--- src/rtl/proc_dispatch_sched.sv ---
// rtl/proc_dispatch_sched.sv - arbitration FIFO read side, frame dispatcher to the image engine
module proc_dispatch_sched #(
   parameter int DW = 32,
   parameter int LW = 16
) (
   input  logic          clk,
   input  logic          rst,
   input  logic          start,
   input  logic [LW-1:0] frame_len,
   input  logic          cmplt_clr,
   input  logic          fifo_empty,
   input  logic [DW-1:0] fifo_dout_data,
   input  logic [1:0]    fifo_dout_mode,
   input  logic [7:0]    fifo_dout_proc_val,
   input  logic          fifo_dout_src,
   output logic          fifo_rd_en,
   output logic          eng_valid,
   input  logic          eng_ready,
   output logic [DW-1:0] eng_data,
   output logic [1:0]    eng_mode,
   output logic [7:0]    eng_proc_val,
   output logic          eng_last,
   output logic          mstr_cmplt,
   output logic          busy,
   output logic          src_err,
   output logic [LW-1:0] word_cnt
);

   typedef enum logic [1:0] {S_IDLE, S_RUN, S_DRAIN, S_DONE} state_t;

   state_t        state_q, state_d;
   logic          eng_valid_q, eng_valid_d;
   logic [DW-1:0] eng_data_q, eng_data_d;
   logic [1:0]    eng_mode_q, eng_mode_d;
   logic [7:0]    eng_proc_val_q, eng_proc_val_d;
   logic          eng_last_q, eng_last_d;
   logic          mstr_cmplt_q, mstr_cmplt_d;
   logic          busy_q, busy_d;
   logic          src_err_q, src_err_d;
   logic          src_q, src_d;
   logic [LW-1:0] word_cnt_q, word_cnt_d;
   logic [LW-1:0] len_q, len_d;
   logic          slot_free;
   logic          pop;
   logic [LW-1:0] cnt_inc;

   // Next-state and datapath: pop when the output slot is free, drop idle entries, close the frame on the last word
   always_comb begin
      state_d        = state_q;
      eng_valid_d    = eng_valid_q;
      eng_data_d     = eng_data_q;
      eng_mode_d     = eng_mode_q;
      eng_proc_val_d = eng_proc_val_q;
      eng_last_d     = eng_last_q;
      mstr_cmplt_d   = mstr_cmplt_q;
      src_err_d      = src_err_q;
      src_d          = src_q;
      word_cnt_d     = word_cnt_q;
      len_d          = len_q;
      slot_free      = !eng_valid_q || eng_ready;
      pop            = (state_q == S_RUN) && !fifo_empty && slot_free;
      cnt_inc        = word_cnt_q + LW'(1);

      case (state_q)
         S_IDLE: begin
            if (start && (frame_len != '0)) begin
               state_d    = S_RUN;
               len_d      = frame_len;
               word_cnt_d = '0;
               src_err_d  = 1'b0;
               src_d      = 1'b0;
            end
         end
         S_RUN: begin
            if (eng_valid_q && eng_ready) begin
               eng_valid_d = 1'b0;
            end
            if (pop && (fifo_dout_mode != 2'b00)) begin
               eng_valid_d    = 1'b1;
               eng_data_d     = fifo_dout_data;
               eng_mode_d     = fifo_dout_mode;
               eng_proc_val_d = fifo_dout_proc_val;
               eng_last_d     = (cnt_inc == len_q);
               word_cnt_d     = cnt_inc;
               if (word_cnt_q == '0) begin
                  src_d = fifo_dout_src;
               end else if (fifo_dout_src != src_q) begin
                  src_err_d = 1'b1;
               end
               if (cnt_inc == len_q) begin
                  state_d = S_DRAIN;
               end
            end
         end
         S_DRAIN: begin
            if (eng_valid_q && eng_ready) begin
               eng_valid_d  = 1'b0;
               eng_last_d   = 1'b0;
               mstr_cmplt_d = 1'b1;
               state_d      = S_DONE;
            end
         end
         S_DONE: begin
            if (cmplt_clr) begin
               mstr_cmplt_d = 1'b0;
               state_d      = S_IDLE;
            end
         end
         default: state_d = S_IDLE;
      endcase

      busy_d = (state_d == S_RUN) || (state_d == S_DRAIN);
   end

   // State and output registers; reset abandons any frame in flight
   always_ff @(posedge clk or posedge rst) begin
      if (rst) begin
         state_q        <= S_IDLE;
         eng_valid_q    <= 1'b0;
         eng_data_q     <= '0;
         eng_mode_q     <= '0;
         eng_proc_val_q <= '0;
         eng_last_q     <= 1'b0;
         mstr_cmplt_q   <= 1'b0;
         busy_q         <= 1'b0;
         src_err_q      <= 1'b0;
         src_q          <= 1'b0;
         word_cnt_q     <= '0;
         len_q          <= '0;
      end else begin
         state_q        <= state_d;
         eng_valid_q    <= eng_valid_d;
         eng_data_q     <= eng_data_d;
         eng_mode_q     <= eng_mode_d;
         eng_proc_val_q <= eng_proc_val_d;
         eng_last_q     <= eng_last_d;
         mstr_cmplt_q   <= mstr_cmplt_d;
         busy_q         <= busy_d;
         src_err_q      <= src_err_d;
         src_q          <= src_d;
         word_cnt_q     <= word_cnt_d;
         len_q          <= len_d;
      end
   end

   assign fifo_rd_en   = pop;
   assign eng_valid    = eng_valid_q;
   assign eng_data     = eng_data_q;
   assign eng_mode     = eng_mode_q;
   assign eng_proc_val = eng_proc_val_q;
   assign eng_last     = eng_last_q;
   assign mstr_cmplt   = mstr_cmplt_q;
   assign busy         = busy_q;
   assign src_err      = src_err_q;
   assign word_cnt     = word_cnt_q;

endmodule

--- config.mk ---
export PLATFORM = sky130hd
export DESIGN_NAME = proc_dispatch_sched
export DESIGN_NICKNAME = d
export VERILOG_FILES = /design/src/rtl/proc_dispatch_sched.sv
export SDC_FILE = /design/constraint.sdc
export NUM_CORES = 1
export LEC_CHECK = 0
export CAP_MARGIN = 20
export CELL_PAD_IN_SITES_DETAIL_PLACEMENT = 0
export CELL_PAD_IN_SITES_GLOBAL_PLACEMENT = 1
export CORE_MARGIN = 8
export CORE_UTILIZATION = 35
export DETAILED_ROUTE_END_ITERATION = 16
export PLACE_DENSITY = 0.8
export REMOVE_ABC_BUFFERS = 1
export SLEW_MARGIN = 0
export SYNTH_ARGS = -nofsm -noshare
export SYNTH_HDL_FRONTEND = slang
export SYNTH_SLANG_ARGS = --single-unit
--- constraint.sdc ---
create_clock -name clk -period 2.95 [get_ports clk]
set_clock_uncertainty 0.2 [all_clocks]
set_input_delay 0.4425 -clock clk [delete_from_list [all_inputs] [get_ports clk]]
set_output_delay 0.4425 -clock clk [all_outputs]
set_load 0.01 [all_outputs]
==> results.txt <==
status: completed
Critical path buffers and inverters: 0
CP arrival: 2760 ps
met2 WL: 6390 um
CTS tree: yes
Final Non-Filler Cells: 785
vias in the first global route: 4195
vias per cell: 4.98
CP Depth: 7
setup violators final: 0
Yosys warning count: 0
pre-CTS setup slack: -60.5 ps
Core Region: 0.0121 mm2
Top Layer Used: met5
Yosys cell types: 60
Synth Register Bits: 82
Worst IR Drop VDD: 0.513 mV
dpl cell area: 0.00590 mm2
Leak: 2.79 nW
hold_buf cts: 0
Tmin final: 2740 ps
met1 WL: 5300 um
Die Area: 0.0163 mm2
gpl congestion: 0.818
Worst path slowest cell: dfrtp_1
Top delay family on crit path: simple AND/OR/NAND/NOR gates
Synth-to-Final Area Change: 41.9%
hold path depth: 2
Layout Nets: 683
GRT Util Overall: 0.173
Period Utilization, post-route: 0.928
clock buffer depth: 2
H-tree depth: 3
Avg Inst Size Synth: 9.23 um2
RSZ-0062 raised after global routing: false
Largest stage delay, worst path: 530 ps
IO Port Bufs: 128
total of max-cap violations: 0
dpl cells: 768
first-pass GRT wire length: 22000 um
final setup TNS: 0 ps
Post-DRT Antenna Nets: 0
cell mode on critical path: nor4_4
Worst-path clk slew: 60 ps
grt total ovfl: 0
Worst-Margin Slew: 656 ps
detailed placement HPWL: 10400 um
largest net degree at the start of global routing: 41
routed wire length: 13500 um
Fmax achieved: 0.365 GHz
Critical Path Source Type: register
area of the mapped netlist: 0.00436 mm2
main flop type after synthesis: dfrtp_1
sequential area share after synthesis: 0.470
Pwr Total: 5.73 mW
worst setup margin: 213 ps
Worst Hold Class: register to register
pwr dens: 926 mW/mm2
Root Driver: clkbuf_16
share of cells above drive strength 1: 0.133
FFs w/ async S/R, synth: 1.00
# Post-CTS Setup Buffers: 0
Clock Sinks: 82
DRT iter0 DRCs: 158
crit-path cells: nand4_4 -> nor4_4 -> o31ai_1 -> or4_4 -> nor4_4 -> o21ai_1 -> xor2_1
num ports: 129
Finished Cell Area: 0.00619 mm2
Rel. slew slack: 0.562
Final Max Slew Viols: 0
worst reg-to-reg path cell count: 7
fill cell total of the finished layout: 1192
Rows: 40
CP Capture Type: register
CTS buffer count: 9
count of final hold-check violations: 0
Vias: 3913
Critical Path Fanout Max: 7
WP data required: 2980 ps
average wire per standard cell: 17.3 um
Die Y: 128 um
cell count after synthesis: 473
initial antenna violation count: 1
Die Width: 128 um
metal3 WL: 1660 um
first drt pass iteration count: 4
# DRC: 0
Post-synth EDFFs: 0
crit path kind: register to register
Initial Utilization: 0.360
clk_lat worst skew: 350 ps
tightest hold or removal path, delay by kind of cell (launching register included):
| kind | cells | cell delay [ps] |
|---|---|---|
| DFF | 1 | 340 |
| and+or+nand+nor | 2 | 100 |
state kept, by name, summed over array words and instances (netlist names):
name	flops
src_q	1
eng_valid	1
len_q	16
mstr_cmplt	1
src_err	1
word_cnt	16
busy	1
state_q	2
eng_proc_val	8
eng_mode	2
eng_data	32
eng_last	1
metrics by stage:
stage,hold WS [ps],utilization
final,274,0.511
after global placement,257,0.487
after global routing,289,0.511
after CTS,277,0.511
after floorplan,300,-
after detailed placement,262,0.487
cell usage in the layout, fill, tap and decap left out, types with 4 or more instances in the layout:
| cell type | synthesis | final |
|---|---|---|
| nor2_1 | 10 | 10 |
| a21o_1 | 5 | 5 |
| inv_1 | 9 | 8 |
| nand3_1 | 12 | 12 |
| xor2_1 | 9 | 9 |
| a21oi_1 | 8 | 8 |
| nor2b_1 | 4 | 4 |
| clkbuf_16 | 0 | 9 |
| buf_4 | 2 | 28 |
| dfrtp_1 | 82 | 82 |
| nor3_1 | 12 | 12 |
| clkdlybuf4s50_1 | 0 | 128 |
| nand4_1 | 5 | 5 |
| nand2_1 | 158 | 158 |
| o21ai_0 | 17 | 17 |
| xnor2_1 | 8 | 8 |
| mux2_2 | 18 | 18 |
| nor4_1 | 9 | 9 |
| ha_1 | 7 | 6 |
| a22o_1 | 11 | 11 |
metal layers:
metal  up-vias  GRT usage
li1       1906          -
met1      1855      0.188
met2       135      0.279
met3        15     0.0982
met4         2     0.0608
met5         -          0
layout make-up:
type,instances,area [um2],share of cell area
multi-input cells,352,2090,0.337
flip-flops and latches,82,2050,0.331
repair buffers,157,1510,0.244
clock buffers,12,267,0.0430
well taps,168,210,0.0339
inverters,9,35.0,0.00566
clock inverters,4,25.0,0.00404
diodes,1,2.50,0.000404
Yosys cell counts, types with 7 or more instances:
cell | number | area (um2)
a21oi_1 | 8 | 40.0
nor3_1 | 12 | 60.1
xnor2_1 | 8 | 70.1
inv_1 | 9 | 33.8
nor2_1 | 10 | 37.5
a22o_1 | 11 | 96.3
clkbuf_1 | 13 | 48.8
nor4_1 | 9 | 56.3
nand3_1 | 12 | 60.1
xor2_1 | 9 | 78.8
ha_1 | 7 | 87.6
mux2_2 | 18 | 203
dfrtp_1 | 82 | 2050
o21ai_0 | 17 | 85.1
nand2_1 | 158 | 593
worst paths after layout:
kind                                   from  slack, ps           end
worst max-delay path            word_cnt[9]        210          busy
worst min-delay path            eng_data[5]        270   eng_data[5]
worst max register to register  word_cnt[9]        210          busy
worst min register to register  eng_data[5]        270   eng_data[5]
max in group asynchronous               rst       1550   word_cnt[4]
min in group asynchronous               rst        290  eng_data[22]
kinds of logic after synthesis:
kind of cell	Yosys count	synth area share
muxes	18	0.0464
xor gates and xnor gates	17	0.0341
buffers and inverters	39	0.0516
and+or+nand+nor	235	0.254
adders and majority gates	7	0.0201
AOI/OAI and AO/OA	75	0.124
DFF	82	0.470
timing repair:
item / in CTS / in global routing
resized for setup: 0 / 1
hold endpoints to repair: 0 / 0
endpoints found under the setup margin: 0 / 2
power breakdown:
| part | leakage [nW] | total [mW] | switching, mW | internal (mW) |
|---|---|---|---|---|
| sequential | 1.03 | 1.96 | 0.367 | 1.59 |
| clock | 0.141 | 1.09 | 0.458 | 0.636 |
| combinational | 1.63 | 2.68 | 1.31 | 1.37 |
| total | 2.79 | 5.73 | 2.13 | 3.60 |
Note: power is estimated with default switching activity, not from simulation.
